--- config.mk ---
export PLATFORM = sky130hd
export DESIGN_NAME = assoc_dcache
export DESIGN_NICKNAME = d
export VERILOG_FILES = /design/src/rtl/assoc_dcache.sv
export SDC_FILE = /design/constraint.sdc
export NUM_CORES = 2
export LEC_CHECK = 0
export CAP_MARGIN = 10
export CELL_PAD_IN_SITES_DETAIL_PLACEMENT = 2
export CELL_PAD_IN_SITES_GLOBAL_PLACEMENT = 2
export CORE_UTILIZATION = 30
export DETAILED_ROUTE_END_ITERATION = 12
export PLACE_DENSITY_LB_ADDON = 0.1
export SLEW_MARGIN = 20
export SYNTH_ARGS = -nofsm -noshare
export SYNTH_HDL_FRONTEND = slang
export SYNTH_SLANG_ARGS = --single-unit
export TNS_END_PERCENT = 20
--- constraint.sdc ---
create_clock -name CLK -period 12.19 [get_ports CLK]
set_input_delay 3.0475 -clock CLK [delete_from_list [all_inputs] [get_ports CLK]]
set_output_delay 3.0475 -clock CLK [all_outputs]
set_load 0.005 [all_outputs]
--- src/rtl/assoc_dcache.sv ---
// assoc_dcache: set-associative, write-back, write-allocate data cache with true-LRU
// replacement and a halt-triggered flush that writes back every dirty line, then
// stores the hit count to HITCNT_ADDR.
//
// Ports:
//   CLK, nRST           clock (rising edge), asynchronous active-low reset
//   halt                requests a flush (sampled only when idle)
//   dmemREN, dmemWEN    datapath read / write request (both high = write)
//   dmemaddr, dmemstore datapath word-aligned byte address and write data
//   dmemload, dhit      read data and request-complete strobe
//   flushed             flush complete, held until reset
//   memREN, memWEN      RAM read / write request (never both high)
//   memaddr, memstore   RAM byte address and write data
//   memload, dwait      RAM read data and busy flag
module assoc_dcache #(
    parameter int unsigned NSETS       = 8,
    parameter int unsigned NWAYS       = 2,
    parameter int unsigned BLKWORDS    = 2,
    parameter logic [31:0] HITCNT_ADDR = 32'h3100
) (
    input  logic        CLK,
    input  logic        nRST,
    input  logic        halt,
    input  logic        dmemREN,
    input  logic        dmemWEN,
    input  logic [31:0] dmemaddr,
    input  logic [31:0] dmemstore,
    output logic [31:0] dmemload,
    output logic        dhit,
    output logic        flushed,
    output logic        memREN,
    output logic        memWEN,
    output logic [31:0] memaddr,
    output logic [31:0] memstore,
    input  logic [31:0] memload,
    input  logic        dwait
);

    localparam int unsigned WW      = (BLKWORDS > 1) ? $clog2(BLKWORDS) : 1;
    localparam int unsigned IW      = $clog2(NSETS);
    localparam int unsigned AW      = (NWAYS > 1) ? $clog2(NWAYS) : 1;
    localparam int unsigned IDX_LSB = 2 + $clog2(BLKWORDS);
    localparam int unsigned TAG_LSB = IDX_LSB + IW;
    localparam int unsigned TW      = 32 - TAG_LSB;

    typedef enum logic [2:0] {IDLE, WB, FILL, FLUSH, CNT_WR, DONE} state_t;

    state_t          state_q, state_d;
    logic [WW-1:0]   word_q, word_d;
    logic [AW-1:0]   victim_q, victim_d;
    logic [IW-1:0]   fset_q, fset_d;
    logic [AW-1:0]   fway_q, fway_d;
    logic [31:0]     hitcnt_q;

    logic            valid_q [NSETS][NWAYS];
    logic            dirty_q [NSETS][NWAYS];
    // Per-way age: 0 = MRU, larger = older; the oldest way is the LRU victim.
    logic [AW-1:0]   age_q   [NSETS][NWAYS];
    logic [TW-1:0]   tag_q   [NSETS][NWAYS];
    logic [31:0]     data_q  [NSETS][NWAYS][BLKWORDS];

    logic            req, is_wr;
    logic [IW-1:0]   req_idx;
    logic [TW-1:0]   req_tag;
    logic [WW-1:0]   req_word;
    logic            hit;
    logic [AW-1:0]   hit_way;
    logic [AW-1:0]   vic_sel;
    logic            vic_found;
    logic [AW-1:0]   best_age;
    logic            last_word, last_line;
    logic            wr_hit, fill_we, fill_done, wb_done, fl_wb_done, fl_adv;
    logic            unused_addr;

    assign unused_addr = ^dmemaddr[1:0];

    function automatic logic [31:0] blk_addr(input logic [TW-1:0] t, input logic [IW-1:0] i,
                                             input logic [WW-1:0] w);
        logic [31:0] a;
        a = 32'(t) << TAG_LSB;
        a = a | (32'(i) << IDX_LSB);
        a = a | (32'(w) << 2);
        return a;
    endfunction

    // Address decode. The datapath holds the request stable across a miss, so WB and
    // FILL keep using the live address for index and tag.
    assign req      = dmemREN | dmemWEN;
    assign is_wr    = dmemWEN;
    assign req_idx  = IW'(dmemaddr >> IDX_LSB);
    assign req_tag  = TW'(dmemaddr >> TAG_LSB);
    assign req_word = WW'((dmemaddr >> 2) & 32'(BLKWORDS - 1));

    assign last_word = (word_q == WW'(BLKWORDS - 1));
    assign last_line = (fset_q == IW'(NSETS - 1)) && (fway_q == AW'(NWAYS - 1));

    // Tag match.
    always_comb begin
        hit     = 1'b0;
        hit_way = '0;
        for (int w = 0; w < NWAYS; w++) begin
            if (valid_q[req_idx][w] && (tag_q[req_idx][w] == req_tag)) begin
                hit     = 1'b1;
                hit_way = AW'(w);
            end
        end
    end

    // Victim: lowest invalid way, else the oldest way (lowest index on a tie).
    always_comb begin
        vic_sel   = '0;
        vic_found = 1'b0;
        best_age  = age_q[req_idx][0];
        for (int w = 0; w < NWAYS; w++) begin
            if (!valid_q[req_idx][w] && !vic_found) begin
                vic_sel   = AW'(w);
                vic_found = 1'b1;
            end
        end
        if (!vic_found) begin
            for (int w = 1; w < NWAYS; w++) begin
                if (age_q[req_idx][w] > best_age) begin
                    best_age = age_q[req_idx][w];
                    vic_sel  = AW'(w);
                end
            end
        end
    end

    // Next state and outputs.
    always_comb begin
        state_d    = state_q;
        word_d     = word_q;
        victim_d   = victim_q;
        fset_d     = fset_q;
        fway_d     = fway_q;
        dhit       = 1'b0;
        dmemload   = '0;
        flushed    = 1'b0;
        memREN     = 1'b0;
        memWEN     = 1'b0;
        memaddr    = '0;
        memstore   = '0;
        wr_hit     = 1'b0;
        fill_we    = 1'b0;
        fill_done  = 1'b0;
        wb_done    = 1'b0;
        fl_wb_done = 1'b0;
        fl_adv     = 1'b0;

        case (state_q)
            IDLE: begin
                if (halt) begin
                    state_d = FLUSH;
                    fset_d  = '0;
                    fway_d  = '0;
                    word_d  = '0;
                end else if (req) begin
                    if (hit) begin
                        dhit     = 1'b1;
                        dmemload = data_q[req_idx][hit_way][req_word];
                        wr_hit   = is_wr;
                    end else begin
                        victim_d = vic_sel;
                        word_d   = '0;
                        state_d  = (valid_q[req_idx][vic_sel] && dirty_q[req_idx][vic_sel])
                                   ? WB : FILL;
                    end
                end
            end

            WB: begin
                memWEN   = 1'b1;
                memaddr  = blk_addr(tag_q[req_idx][victim_q], req_idx, word_q);
                memstore = data_q[req_idx][victim_q][word_q];
                if (!dwait) begin
                    if (last_word) begin
                        word_d  = '0;
                        wb_done = 1'b1;
                        state_d = FILL;
                    end else begin
                        word_d = word_q + 1'b1;
                    end
                end
            end

            FILL: begin
                memREN  = 1'b1;
                memaddr = blk_addr(req_tag, req_idx, word_q);
                if (!dwait) begin
                    fill_we = 1'b1;
                    if (last_word) begin
                        word_d    = '0;
                        fill_done = 1'b1;
                        state_d   = IDLE;
                    end else begin
                        word_d = word_q + 1'b1;
                    end
                end
            end

            FLUSH: begin
                if (valid_q[fset_q][fway_q] && dirty_q[fset_q][fway_q]) begin
                    memWEN   = 1'b1;
                    memaddr  = blk_addr(tag_q[fset_q][fway_q], fset_q, word_q);
                    memstore = data_q[fset_q][fway_q][word_q];
                    if (!dwait) begin
                        if (last_word) begin
                            word_d     = '0;
                            fl_wb_done = 1'b1;
                            fl_adv     = 1'b1;
                        end else begin
                            word_d = word_q + 1'b1;
                        end
                    end
                end else begin
                    fl_adv = 1'b1;
                end
                if (fl_adv) begin
                    if (last_line) begin
                        state_d = CNT_WR;
                    end else if (fway_q == AW'(NWAYS - 1)) begin
                        fway_d = '0;
                        fset_d = fset_q + 1'b1;
                    end else begin
                        fway_d = fway_q + 1'b1;
                    end
                end
            end

            CNT_WR: begin
                memWEN   = 1'b1;
                memaddr  = HITCNT_ADDR;
                memstore = hitcnt_q;
                if (!dwait) begin
                    state_d = DONE;
                end
            end

            DONE: begin
                flushed = 1'b1;
            end

            default: state_d = IDLE;
        endcase
    end

    // FSM state and counters.
    always_ff @(posedge CLK or negedge nRST) begin
        if (!nRST) begin
            state_q  <= IDLE;
            word_q   <= '0;
            victim_q <= '0;
            fset_q   <= '0;
            fway_q   <= '0;
            hitcnt_q <= '0;
        end else begin
            state_q  <= state_d;
            word_q   <= word_d;
            victim_q <= victim_d;
            fset_q   <= fset_d;
            fway_q   <= fway_d;
            if (dhit) begin
                hitcnt_q <= hitcnt_q + 32'd1;
            end
        end
    end

    // Line metadata. Valid is only set once the last fill word lands, so a reset
    // mid-transfer can never leave a partial line valid.
    always_ff @(posedge CLK or negedge nRST) begin
        if (!nRST) begin
            for (int s = 0; s < NSETS; s++) begin
                for (int w = 0; w < NWAYS; w++) begin
                    valid_q[s][w] <= 1'b0;
                    dirty_q[s][w] <= 1'b0;
                    age_q[s][w]   <= '0;
                end
            end
        end else begin
            if (dhit) begin
                // Hit way becomes MRU; ways no older than it age by one.
                for (int w = 0; w < NWAYS; w++) begin
                    if (AW'(w) == hit_way) begin
                        age_q[req_idx][w] <= '0;
                    end else if ((age_q[req_idx][w] <= age_q[req_idx][hit_way]) &&
                                 (age_q[req_idx][w] != AW'(NWAYS - 1))) begin
                        age_q[req_idx][w] <= age_q[req_idx][w] + 1'b1;
                    end
                end
            end
            if (wr_hit) begin
                dirty_q[req_idx][hit_way] <= 1'b1;
            end
            if (wb_done) begin
                dirty_q[req_idx][victim_q] <= 1'b0;
            end
            if (fill_done) begin
                valid_q[req_idx][victim_q] <= 1'b1;
                dirty_q[req_idx][victim_q] <= 1'b0;
            end
            if (fl_wb_done) begin
                dirty_q[fset_q][fway_q] <= 1'b0;
            end
        end
    end

    // Tag and data storage; contents are qualified by valid, so no reset needed.
    always_ff @(posedge CLK) begin
        if (wr_hit) begin
            data_q[req_idx][hit_way][req_word] <= dmemstore;
        end
        if (fill_we) begin
            data_q[req_idx][victim_q][word_q] <= memload;
        end
        if (fill_done) begin
            tag_q[req_idx][victim_q] <= req_tag;
        end
    end

endmodule

==> Flow_metrics.wiki <==
{| class="wikitable"
! Metric !! Value
|-
| Total routed wirelength || 386000 um
|-
| Required arrival time at the worst endpoint || 9.14 ns
|-
| CP max-delay cell || sky130_fd_sc_hd__nor3_1
|-
| Fraction of post-synthesis cell area in the top cell type by area || 0.593
|-
| Largest buffer count on any clock path || 3
|-
| Area added between synthesis and finish || 17.9%
|-
| Sw frac || 0.328
|-
| Setup TNS || 0 ns
|-
| Seq pwr share || 0.395
|-
| Number of placement rows || 180
|-
| Last weighted congestion value of the routability-driven placer || 0.836
|-
| Final setup violating endpoints || 0
|-
| Largest net degree at the start of global routing || 95
|-
| Run status || complete, no violations
|-
| Clock latency reported for the late side of the worst-skew pair || 0.83 ns
|-
| Share of cells above drive strength 1 || 0.176
|-
| Commonest register cell after synthesis || sky130_fd_sc_hd__edfxtp_1
|-
| Violation count after the first detailed-routing iteration || 6365
|-
| Sum of internal, switching and leakage power || 15.3 mW
|-
| Via count || 57700
|-
| Post-synthesis cell type with the largest combined area || sky130_fd_sc_hd__edfxtp_1
|-
| Cell with the most instances on the worst path || sky130_fd_sc_hd__buf_4
|-
| Final HPWL DP || 228000 um
|-
| Reported net switching power || 5.02 mW
|-
| Synthesized cell area || 0.0729 mm^2
|-
| Detailed-routed wire length on met3 || 25900 um
|-
| Chip Width || 495 um
|-
| Mean instance size in the synthesized netlist || 13.3 um^2
|-
| Max-slew headroom || 0.139
|-
| Setup slack of the worst register-to-register path || 6.00 ns
|-
| Depth of the CTS H-tree || 4
|-
| Global-route wire length before repair || 522000 um
|-
| Maximum fanout along the worst path || 47
|-
| Asr flop ratio synth || 0.0582
|-
| Number of nets in the final layout || 5782
|-
| Initial cell density of the core || 0.302
|-
| Count leader, synth || sky130_fd_sc_hd__edfxtp_1
|-
| Main area contributors after synthesis || sky130_fd_sc_hd__edfxtp_1, sky130_fd_sc_hd__a22oi_1, sky130_fd_sc_hd__mux4_2, sky130_fd_sc_hd__mux2_2, sky130_fd_sc_hd__mux2i_1
|-
| Cell Pwr Density || 178 mW/mm^2
|-
| Count of flip-flops with a built-in enable after synthesis || 1440
|-
| Final Hold Viols || 0
|-
| Number of maximum-capacitance constraint violations || 0
|-
| Arrival time of data at the critical path endpoint || 8.50 ns
|-
| Worst clock skew || 0.0323 ns
|-
| Antenna Violating Nets Remaining || 0
|-
| Unrepaired setup endpoints after global routing || no
|-
| Top-level I/O count || 202
|-
| Remaining design rule violation count || 0
|-
| Launch point of the worst path || dmemaddr[4]
|-
| Series of cell instances along the critical path || buf_6 -> buf_4 -> mux4_2 -> mux2i_1 -> xnor2_1 -> or4_1 -> nor4_1 -> nor4b_4 -> buf_4 -> a21oi_1 -> nor3_1 -> clkdlybuf4s50_1
|-
| Number of hold buffers added after CTS || 0
|-
| Clock tree from TritonCTS || done
|-
| Library cells used by synthesis || 81
|-
| Detail Route met2 WL || 181000 um
|-
| Floorplan Core Area || 0.241 mm^2
|-
| Clock Power Share || 0.359
|-
| Clock sink count || 1529
|-
| Die area || 0.245 mm^2
|-
| Min Tclk post-route || 11.55 ns
|-
| Post-CTS Setup Repair Bufs || 0
|-
| Type of element capturing the critical path || output port
|-
| # resized after CTS || 0
|-
| DR WL/cell || 42.8 um
|-
| Top routing layer in use || met5
|-
| Proportion of power drawn by combinational gates || 0.246
|-
| Type of origin of the critical path || input port
|-
| Number of detailed-route iterations in the first pass || 6
|-
| Maximum vdd drop || 0.127 mV
|-
| Number of buffers created by CTS || 183
|-
| Root buf cell || sky130_fd_sc_hd__clkbuf_16
|-
| Utilization after layout || 0.356
|-
| Synthesized instance count || 5494
|-
| Wire length on met1 || 165000 um
|-
| Hold Startpoint || hitcnt_q[31]
|-
| Worst Tran Pin Value || 1.29 ns
|-
| All-Layer GR Usage || 0.310
|-
| Clock slew at the register clock pins of the worst setup and hold paths || 0.06 ns
|-
| Fraction of the yosys area taken by sequential cells || 0.623
|-
| Type of the worst min-delay path || reg -> reg
|-
| Path type of the worst setup path || in -> out
|-
| FMAX || 86.6 MHz
|-
| FF-to-FF Start || tag_q[1][19]
|-
| Average vias per placed instance || 6.40
|-
| Number of flip-flops and latches in the synthesized netlist || 1529
|-
| Max-slew violation total from the final report || 0
|-
| Leakage power summed over all cells || 27.5 nW
|-
| Via count of the first global-routing pass || 59800
|-
| Port Buf Inserts || 197
|-
| Die span in y || 495 um
|-
| Number of antenna violations at the first check in global routing || 29
|-
| Internal cell power || 10.3 mW
|-
| Count of yosys warnings during synthesis || 0
|-
| Final critical-path share of the clock period || 0.947
|-
| Remaining global-route overflow || 0
|-
| List of most frequent post-synthesis cells || sky130_fd_sc_hd__edfxtp_1, sky130_fd_sc_hd__a22oi_1, sky130_fd_sc_hd__nand2_1, sky130_fd_sc_hd__clkbuf_1, sky130_fd_sc_hd__a21oi_1
|-
| Stage delay of the slowest cell on the critical path || 0.90 ns
|}
metal layers:
layer	global-route usage	vias to the layer above
li1	-	22700
met1	0.420	31600
met2	0.505	2754
met3	0.0448	685
met4	0.106	8
met5	0	-
critical path: cells and delay by family:
| kind | cells | cell delay, ns |
|---|---|---|
| AOI/OAI and AO/OA | 1 | 0.08 |
| buffers and inverters | 4 | 2.09 |
| and+or+nand+nor | 4 | 2.29 |
| muxes | 2 | 0.72 |
| xor gates and xnor gates | 1 | 0.15 |
state kept, by name (all words and copies together), names as in the netlist:
| register | flops |
|---|---|
| data_q | 1024 |
| tag_q | 416 |
| hitcnt_q | 32 |
| age_q | 16 |
| dirty_q | 16 |
| valid_q | 16 |
| fset_q | 3 |
| state_q | 3 |
| fway_q | 1 |
| last_word | 1 |
| victim_q | 1 |
worst paths after layout:
| path | endpoint | cells after the start |
|---|---|---|
| max reg2reg | data_q[2][35] | 9 |
| min in group asynchronous | state_q[1] | 1 |
| max | dmemload[28] | 12 |
| min | hitcnt_q[31] | 1 |
| max in group asynchronous | hitcnt_q[23] | 2 |
| min reg2reg | hitcnt_q[31] | 1 |
layout by cell type, fill, tap and decap left out, drive strengths merged, types with 77 or more instances in the layout:
cell type and instances:
a21oi 272, a221oi 160, a22o 77, a22oi 533, buf 271, clkbuf 233
clkdlybuf4s50 192, clkinv 77, dfrtp 89, edfxtp 1440, mux2 230, mux2i 225
mux4 125, nand2 375, nand3 89, nand4 85, nor2 264, nor3 83
o21ai 205, o22ai 207
stage by stage:
stage	cell area, um^2	std cells	hold WS (ns)	worst slack, ns
floorplan	72900	5495	0.441	3.02
global placement	80000	8671	0.459	0.874
detailed placement	80100	8676	0.465	0.889
CTS	85900	9010	0.478	0.845
global route	85900	9012	0.488	0.610
finish	85900	9015	0.482	0.644
power groups by stage:
stage	Clock (mW)	Combinational, mW	Sequential, mW
3_5_place_dp	0	3.69	6.15
4_1_cts	5.55	3.71	6.04
3_3_place_gp	0	3.65	6.15
2_1_floorplan	0	1.94	6.05
5_1_grt	5.71	3.89	6.05
6_report	5.48	3.76	6.04
kinds of logic after synthesis:
group,count (synthesis),share of synthesized area
adders and majority gates,3,0.000515
and+or+nand+nor,1171,0.0789
other,1,0.0000514
DFF,1529,0.623
muxes,580,0.105
xor gates and xnor gates,61,0.00733
buffers and inverters,481,0.0270
AOI/OAI and AO/OA,1668,0.158
layout make-up:
class	instances	area [um^2]
flip-flops and latches	1529	45500
fillers	24400	155000
clock inverters	101	873
clock buffers	233	4950
diodes	4	10.0
inverters	15	61.3
well taps	3185	3990
multi-input cells	3485	26200
repair buffers	463	4420
Power figures use the tool's default switching activity.
